===== config.mk =====
export PLATFORM = sky130hd
export DESIGN_NAME = ftsd_scan
export DESIGN_NICKNAME = d
export VERILOG_FILES = /design/src/rtl/ftsd_scan.sv
export SDC_FILE = /design/constraint.sdc
export NUM_CORES = 1
export LEC_CHECK = 0
export CAP_MARGIN = 40
export CORE_MARGIN = 5
export CORE_UTILIZATION = 29
export CTS_CLUSTER_SIZE = 10
export DETAILED_ROUTE_END_ITERATION = 12
export PLACE_DENSITY_LB_ADDON = 0.25
export SLEW_MARGIN = 10
export SYNTH_ARGS = -nofsm -noshare
export SYNTH_HDL_FRONTEND = slang
export SYNTH_SLANG_ARGS = --single-unit

===== constraint.sdc =====
create_clock -name clk -period 3.5 [get_ports clk]
set_input_delay 0.7 -clock clk [delete_from_list [all_inputs] [get_ports clk]]
set_output_delay 0.7 -clock clk [all_outputs]
set_load 0.02 [all_outputs]

===== src/rtl/ftsd_scan.sv =====
// ftsd_scan: time-multiplexed 14-segment (+dp) display scanner.
// Ports: clk, rst (sync, active-high), enable, value[4*DIGITS], dp_en, blank,
//        lz_en in; segment[14:0] (active-low, [0]=dp), digit_sel (active-low),
//        frame_start out.
module ftsd_scan #(
    parameter int DIGITS   = 4,
    parameter int SCAN_DIV = 50000
) (
    input  logic                clk,
    input  logic                rst,
    input  logic                enable,
    input  logic [4*DIGITS-1:0] value,
    input  logic [DIGITS-1:0]   dp_en,
    input  logic [DIGITS-1:0]   blank,
    input  logic                lz_en,
    output logic [14:0]         segment,
    output logic [DIGITS-1:0]   digit_sel,
    output logic                frame_start
);

    localparam int PW = $clog2(SCAN_DIV);
    localparam int IW = (DIGITS > 1) ? $clog2(DIGITS) : 1;
    localparam logic [PW-1:0] P_LAST = PW'(SCAN_DIV - 1);
    localparam logic [IW-1:0] I_LAST = IW'(DIGITS - 1);

    if (DIGITS < 1 || DIGITS > 8) begin : g_bad_digits
        $error("ftsd_scan: DIGITS must be 1..8");
    end
    if (SCAN_DIV < 2) begin : g_bad_div
        $error("ftsd_scan: SCAN_DIV must be >= 2");
    end

    function automatic logic [14:0] decode(input logic [3:0] c);
        logic [14:0] s;
        case (c)
            4'h0:    s = 15'h01FF;
            4'h1:    s = 15'h4FFF;
            4'h2:    s = 15'h127F;
            4'h3:    s = 15'h067F;
            4'h4:    s = 15'h4C7F;
            4'h5:    s = 15'h247F;
            4'h6:    s = 15'h207F;
            4'h7:    s = 15'h0FFF;
            4'h8:    s = 15'h007F;
            4'h9:    s = 15'h047F;
            4'hA:    s = 15'h087F;
            4'hB:    s = 15'h075B;
            4'hC:    s = 15'h31FF;
            4'hD:    s = 15'h07DB;
            4'hE:    s = 15'h307F;
            default: s = 15'h387F;
        endcase
        return s;
    endfunction

    logic [PW-1:0]       presc;
    logic [IW-1:0]       idx;
    logic                tick;
    logic                tick_d;
    logic [4*DIGITS-1:0] snap_val;
    logic [DIGITS-1:0]   snap_dp;
    logic [DIGITS-1:0]   snap_blank;
    logic                snap_lz;
    logic [3:0]          code;
    logic                suppress;
    logic [14:0]         seg_next;
    logic [DIGITS-1:0]   sel_next;

    assign tick = (presc == P_LAST);

    // Digit idx is a leading zero when it and every higher code are zero.
    always_comb begin
        code     = snap_val[4*int'(idx) +: 4];
        suppress = snap_lz && (idx != '0)
                   && ((snap_val >> {idx, 2'b00}) == '0);
        seg_next = decode(code);
        if (suppress) begin
            seg_next[14:1] = '1;
        end
        seg_next[0] = ~snap_dp[idx];
        if (snap_blank[idx]) begin
            seg_next = 15'h7FFF;
        end
        sel_next      = '1;
        sel_next[idx] = 1'b0;
    end

    always_ff @(posedge clk) begin
        if (rst) begin
            presc       <= '0;
            idx         <= I_LAST;
            tick_d      <= 1'b0;
            snap_val    <= '0;
            snap_dp     <= '0;
            snap_blank  <= '0;
            snap_lz     <= 1'b0;
            segment     <= 15'h7FFF;
            digit_sel   <= '1;
            frame_start <= 1'b0;
        end else if (!enable) begin
            presc       <= '0;
            idx         <= I_LAST;
            tick_d      <= 1'b0;
            segment     <= 15'h7FFF;
            digit_sel   <= '1;
            frame_start <= 1'b0;
        end else begin
            presc  <= tick ? '0 : presc + 1'b1;
            tick_d <= tick;
            if (tick) begin
                if (idx == I_LAST) begin
                    idx        <= '0;
                    snap_val   <= value;
                    snap_dp    <= dp_en;
                    snap_blank <= blank;
                    snap_lz    <= lz_en;
                end else begin
                    idx <= idx + 1'b1;
                end
            end
            // Outputs follow the tick by one cycle so they read the new idx.
            frame_start <= 1'b0;
            if (tick_d) begin
                segment     <= seg_next;
                digit_sel   <= sel_next;
                frame_start <= (idx == '0);
            end
        end
    end

endmodule


# Yosys cells after proc, flatten, opt, wreduce, memory -nomap -nowiden

Memory sizes are Yosys's and may differ from the RTL's.
Cells that the tools add are included.

Add/sub/neg operators: 2
Shift operators: 2
Multiplexer cells: 9
Bitwise operators: 4
Reductions and logical operators: 10
Eq/ne operators: 2
Order comparisons: 2

Operators by type and width:

| cell                    | number |
|---|---|
| $add A16 B1 Y16 const B | 1 |
| $eq A16 B16 Y1 const B  | 1 |
| $logic_not A16 Y1       | 1 |
| $shiftx A16 B5 Y4       | 1 |
| $shr A16 B4 Y16         | 1 |
| $mux W15                | 1 |
| $mux W14                | 1 |
| $reduce_or A3 Y1        | 2 |
| $bmux W1 S2             | 2 |
| $not A4 Y4              | 1 |
| $logic_and A1 B1 Y1     | 3 |
| $lt A2 B3 Y1 const B    | 1 |
| $mux W1                 | 3 |
| $not A1 Y1              | 3 |
| $reduce_and A3 Y1       | 1 |
| $add A2 B1 Y2 const B   | 1 |
| $demux W1 S2            | 1 |
| $eq A2 B2 Y1 const B    | 1 |
| $ge A2 B1 Y1 const B    | 1 |
| $logic_not A2 Y1        | 1 |
| $mux W2                 | 1 |
| $reduce_bool A2 Y1      | 1 |
| $reduce_or A2 Y1        | 1 |

Memory bits (read-only): 160
Output and inout bits: 20
Memories kept: 1
Bits in registers: 64

Memories:

| memory          | depth | width | read ports | clocked after memory_dff | write ports | RTL line | source |
|---|---|---|---|---|---|---|---|
| (no name shown) | 16    | 10    | 1          | 0                        | 0           | 35       | `case (c)` |

# Depth between registers and ports, before layout

Word-level depth: 5
Gate-level depth with buffers: 8

# Worst setup path before layout

OpenSTA, ideal clock, no wires.

Path kind: register to register
From: register idx[0]
To: register segment[11]
Cell stages (with the launch flop): 7
Library setup time: 0.125 ns
Path buffers: 1
Arrival time: 2.182 ns
Setup slack: 1.193 ns
Clock period less this slack: 2.307 ns
Path through: dfxtp_1 buf_2 mux4_2 ha_1 mux2_4 a2111oi_2 nor2_1

Longest elaborated chain between the ends: 5
Elaborated cells between the ends (all ways): 11

RTL lines:

| what                                                    | RTL line | source |
|---|---|---|
| from (decl)                                             | 57       | `logic [IW-1:0] idx;` |
| from (signal assigned)                                  | 118      | `idx <= idx + 1'b1;` |
| branches (longest 4 deep; another with $mem_v2 Z16 W10) | -        |  |
| $mux W15 *                                              | 81       | `if (snap_blank[idx]) begin` |
| to (signal assigned)                                    | 124      | `segment <= seg_next;` |
| to (decl)                                               | 16       | `output logic [14:0] segment,` |

Mark *: on every way between the ends. The select of a mux whose other input is x is not followed.
A chain may end at the register's enable or synchronous reset.

# Final worst setup path

From: register idx[0]
To: register segment[13]

The elaborated chain is that of the path after synthesis.

==> insert_results.sql <==
INSERT INTO impl_metrics (metric_group, metric, value, unit) VALUES
('status', 'outcome', 'finished, final reports clean', ''),
('timing', 'final_min_period_over_clock_period', '0.6966', ''),
('clocking', 'tritoncts_num_sinks', '59', ''),
('clocking', 'tritoncts.num_buffers', '9', ''),
('route', 'detail_route.wirelength', '6.112', 'mm'),
('floorplanning', 'floorplan.die_area', '11440', 'um^2'),
('synth', 'synth_edf_count', '0', ''),
('worst_setup_path', 'timing.critical_path.to_type', 'register', ''),
('hold_path', 'worst_hold_path.endpoint', 'snap_blank[2]', ''),
('grt', 'gr-usage-all-layers', '0.1154', ''),
('worst_setup_path', 'worst_flop_to_flop_path_endpoint', 'segment[13]', ''),
('floorplanning', 'design.portCount', '48', ''),
('route', 'routed_wire_length_per_instance', '12.89', 'um'),
('synth', 'synth_ff_type', 'sky130_fd_sc_hd__dfxtp_1', ''),
('clocking', 'cts-hold-fix-buffers', '0', ''),
('timing', 'setup_viol_count_final', '0', ''),
('grt', 'use_met1', '0.1610', ''),
('clocking', 'postCtsSetupBuffers', '0', ''),
('power', 'sw_frac_of_total', '0.2166', ''),
('power', 'p_seq_frac', '0.504', ''),
('floorplanning', 'chipHeight', '107.0', 'um'),
('route', 'detailroute.via_count', '2228', ''),
('synth', 'xor_xnor_cell_area_share_of_the_yosys_netlist', '0.04128', ''),
('job', 'drv_cap', '0', ''),
('floorplanning', 'initial_utilization', '0.2966', ''),
('synth', 'dominant_combinational_cell_family_by_area_after_synthesis', 'simple AND/OR/NAND/NOR gates', ''),
('grt', 'grt_pass1_vias', '2192', ''),
('route', 'viasPerCell', '4.700', ''),
('grt', 'antenna_found_initial', '0', ''),
('placement', 'portBuffers', '43', ''),
('grt', 'wire_length_of_the_first_global_routing_pass', '10.47', 'mm'),
('power', 'p_clk_frac', '0.458', ''),
('synth', 'synth_fa_ha_area_frac', '0.05046', ''),
('floorplanning', 'placeableCoreArea', '9196', 'um^2'),
('worst_setup_path', 'timing.critical_path.buf_inv', '1', ''),
('grt', 'grt.overflow.total', '0', ''),
('synth', 'synth_cell_type_count', '46', ''),
('worst_setup_path', 'crit_path_cell_trace', 'mux4_2 -> inv_1 -> ha_1 -> o2111ai_1 -> a32oi_2 -> nor3_1 -> a21oi_1', ''),
('finish', 'final_cell_count_no_fill', '474', ''),
('synth', 'synth_simple_gate_area_share', '0.2307', ''),
('synth', 'synth-compound-area-share', '0.1128', ''),
('clocking', 'cts_root_buffer', 'sky130_fd_sc_hd__clkbuf_8', ''),
('timing', 'grt_setup_unrepaired', 'false', ''),
('placement', 'dp_cells', '458', ''),
('clocking', 'maximum_buffer_depth_of_the_clock_tree', '2', ''),
('route', 'initialDrtViolationCount', '55', ''),
('synth', 'synth.area.mux_share', '0.07523', ''),
('clocking', 'clkSlewWorstSetupHoldPaths', '0.07', 'ns'),
('power', 'internal_power', '1.046', 'mW'),
('placement', 'detailed_place_hpwl', '4.437', 'mm'),
('grt', 'grt_use_met3', '0.03010', ''),
('timing', 'final_number_of_hold_violating_endpoints', '0', ''),
('route', 'route.detailed.drc', '0', ''),
('synth', 'synth_cells', '319', ''),
('timing', 'drv_slew', '0', ''),
('finish', 'syn2layout_area_growth', '25.09', '%'),
('clocking', 'htree_num_levels', '3', ''),
('timing', 'slew-limit-headroom', '0.4624', ''),
('synth', 'synth_sequential_area_ratio', '0.4330', ''),
('worst_setup_path', 'cp_slowest_cell', 'sky130_fd_sc_hd__mux4_2', ''),
('finish', 'layout.nets', '397', ''),
('route', 'firstDrtPassIters', '4', ''),
('worst_setup_path', 'max_stage_delay_on_crit_path', '0.63', 'ns'),
('power', 'power_per_cell_area', '391.5', 'nW/um^2'),
('worst_setup_path', 'critPathKind', 'reg2reg', ''),
('route', 'antenna_left', '0', ''),
('clocking', 'latest_clock_arrival_within_the_worst_skew_pair', '0.34', 'ns'),
('finish', 'antenna_cells_inserted', '0', ''),
('hold_path', 'hold_class', 'reg2reg', ''),
('power', 'p_leak', '1.179', 'nW'),
('grt', 'grt_util_met2', '0.1637', '');
==> sequential cells by signal (all words and copies together) (netlist names) <==
signal,count
presc,16
frame_start,1
idx,2
tick_d,1
snap_val,16
snap_dp,4
segment,10
digit_sel,4
snap_blank,4
snap_lz,1
==> cell usage after synthesis (all sizes together) (5+ instances only) <==
cell | n | share of area
nor3 | 15 | 0.028
a21oi | 33 | 0.061
ha | 11 | 0.050
clkbuf | 9 | 0.012
inv | 8 | 0.011
mux4 | 6 | 0.051
o21ai | 9 | 0.017
xnor2 | 7 | 0.022
xor2 | 5 | 0.019
nand3 | 9 | 0.017
nor2 | 26 | 0.037
buf | 13 | 0.032
dfxtp | 59 | 0.43
nand2 | 72 | 0.099
==> per-stage QoR <==
| stage | hold WS, ns | utilization | area [um^2] | setup slack [ns] | total power [mW] |
|---|---|---|---|---|---|
| 2_1_floorplan | 0.4260 | - | 2739 | 1.193 | 0.7071 |
| 6_report | 0.4556 | 0.3710 | 3412 | 1.062 | 1.336 |
| 4_1_cts | 0.4571 | 0.3710 | 3412 | 1.048 | 1.353 |
| 3_3_place_gp | 0.4450 | 0.3499 | 3218 | 1.121 | 0.7383 |
| 5_1_grt | 0.4856 | 0.3710 | 3412 | 0.8591 | 1.386 |
| 3_5_place_dp | 0.4479 | 0.3499 | 3218 | 1.080 | 0.7388 |
==> power groups by stage <==
stage | clock (mW) | combinational [mW] | sequential (mW)
after global routing | 0.659 | 0.0545 | 0.673
after CTS | 0.629 | 0.0505 | 0.673
after global placement | 0 | 0.0498 | 0.688
after detailed placement | 0 | 0.0503 | 0.688
final | 0.612 | 0.0501 | 0.673
after floorplan | 0 | 0.0189 | 0.688
==> worst min-delay path, cell delays in order, from the launching register on <==
cell and delay [ns]:
sky130_fd_sc_hd__dfxtp_1 0.31, sky130_fd_sc_hd__nand2_1 0.05, sky130_fd_sc_hd__a21oi_1 0.05
==> worst max-delay path by stage <==
stage            from  slack, ns           to  cells after the start
2_1_floorplan  idx[0]       1.19  segment[11]                      6
3_3_place_gp      rst       1.12   segment[8]                      7
3_5_place_dp   idx[0]       1.08  segment[13]                      7
4_1_cts        idx[0]       1.05   segment[7]                      7
5_1_grt        idx[0]       0.86   segment[7]                      7
6_report       idx[0]       1.06  segment[13]                      7
==> metal layers <==
metal / up-vias / part of all wire
li1: 1161 / -
met1: 1004 / 0.53
met2: 52 / 0.40
met3: 11 / 0.046
met4: 0 / 0.021
met5: - / 0
==> logic make-up (layout without fill, tap and decap cells) <==
family                     count (synthesis)  in the layout
other                                      1              4
and+or+nand+nor                          142            142
AOI/OAI and AO/OA                         52             52
adders and majority gates                 11             11
xor gates and xnor gates                  12             12
DFF                                       59             59
muxes                                     12             12
buffers and inverters                     30             71
==> cell type report <==
| class | instances | area, um^2 |
|---|---|---|
| Timing Repair Buffer | 47 | 460.4 |
| Multi-Input combinational cell | 233 | 1408 |
| Fill cell | 947 | 5784 |
| Sequential cell | 59 | 1181 |
| Inverter | 8 | 30.03 |
| Tap cell | 111 | 138.9 |
| Clock inverter | 5 | 52.55 |
| Clock buffer | 11 | 141.4 |
Power figures use the tool's default switching activity.
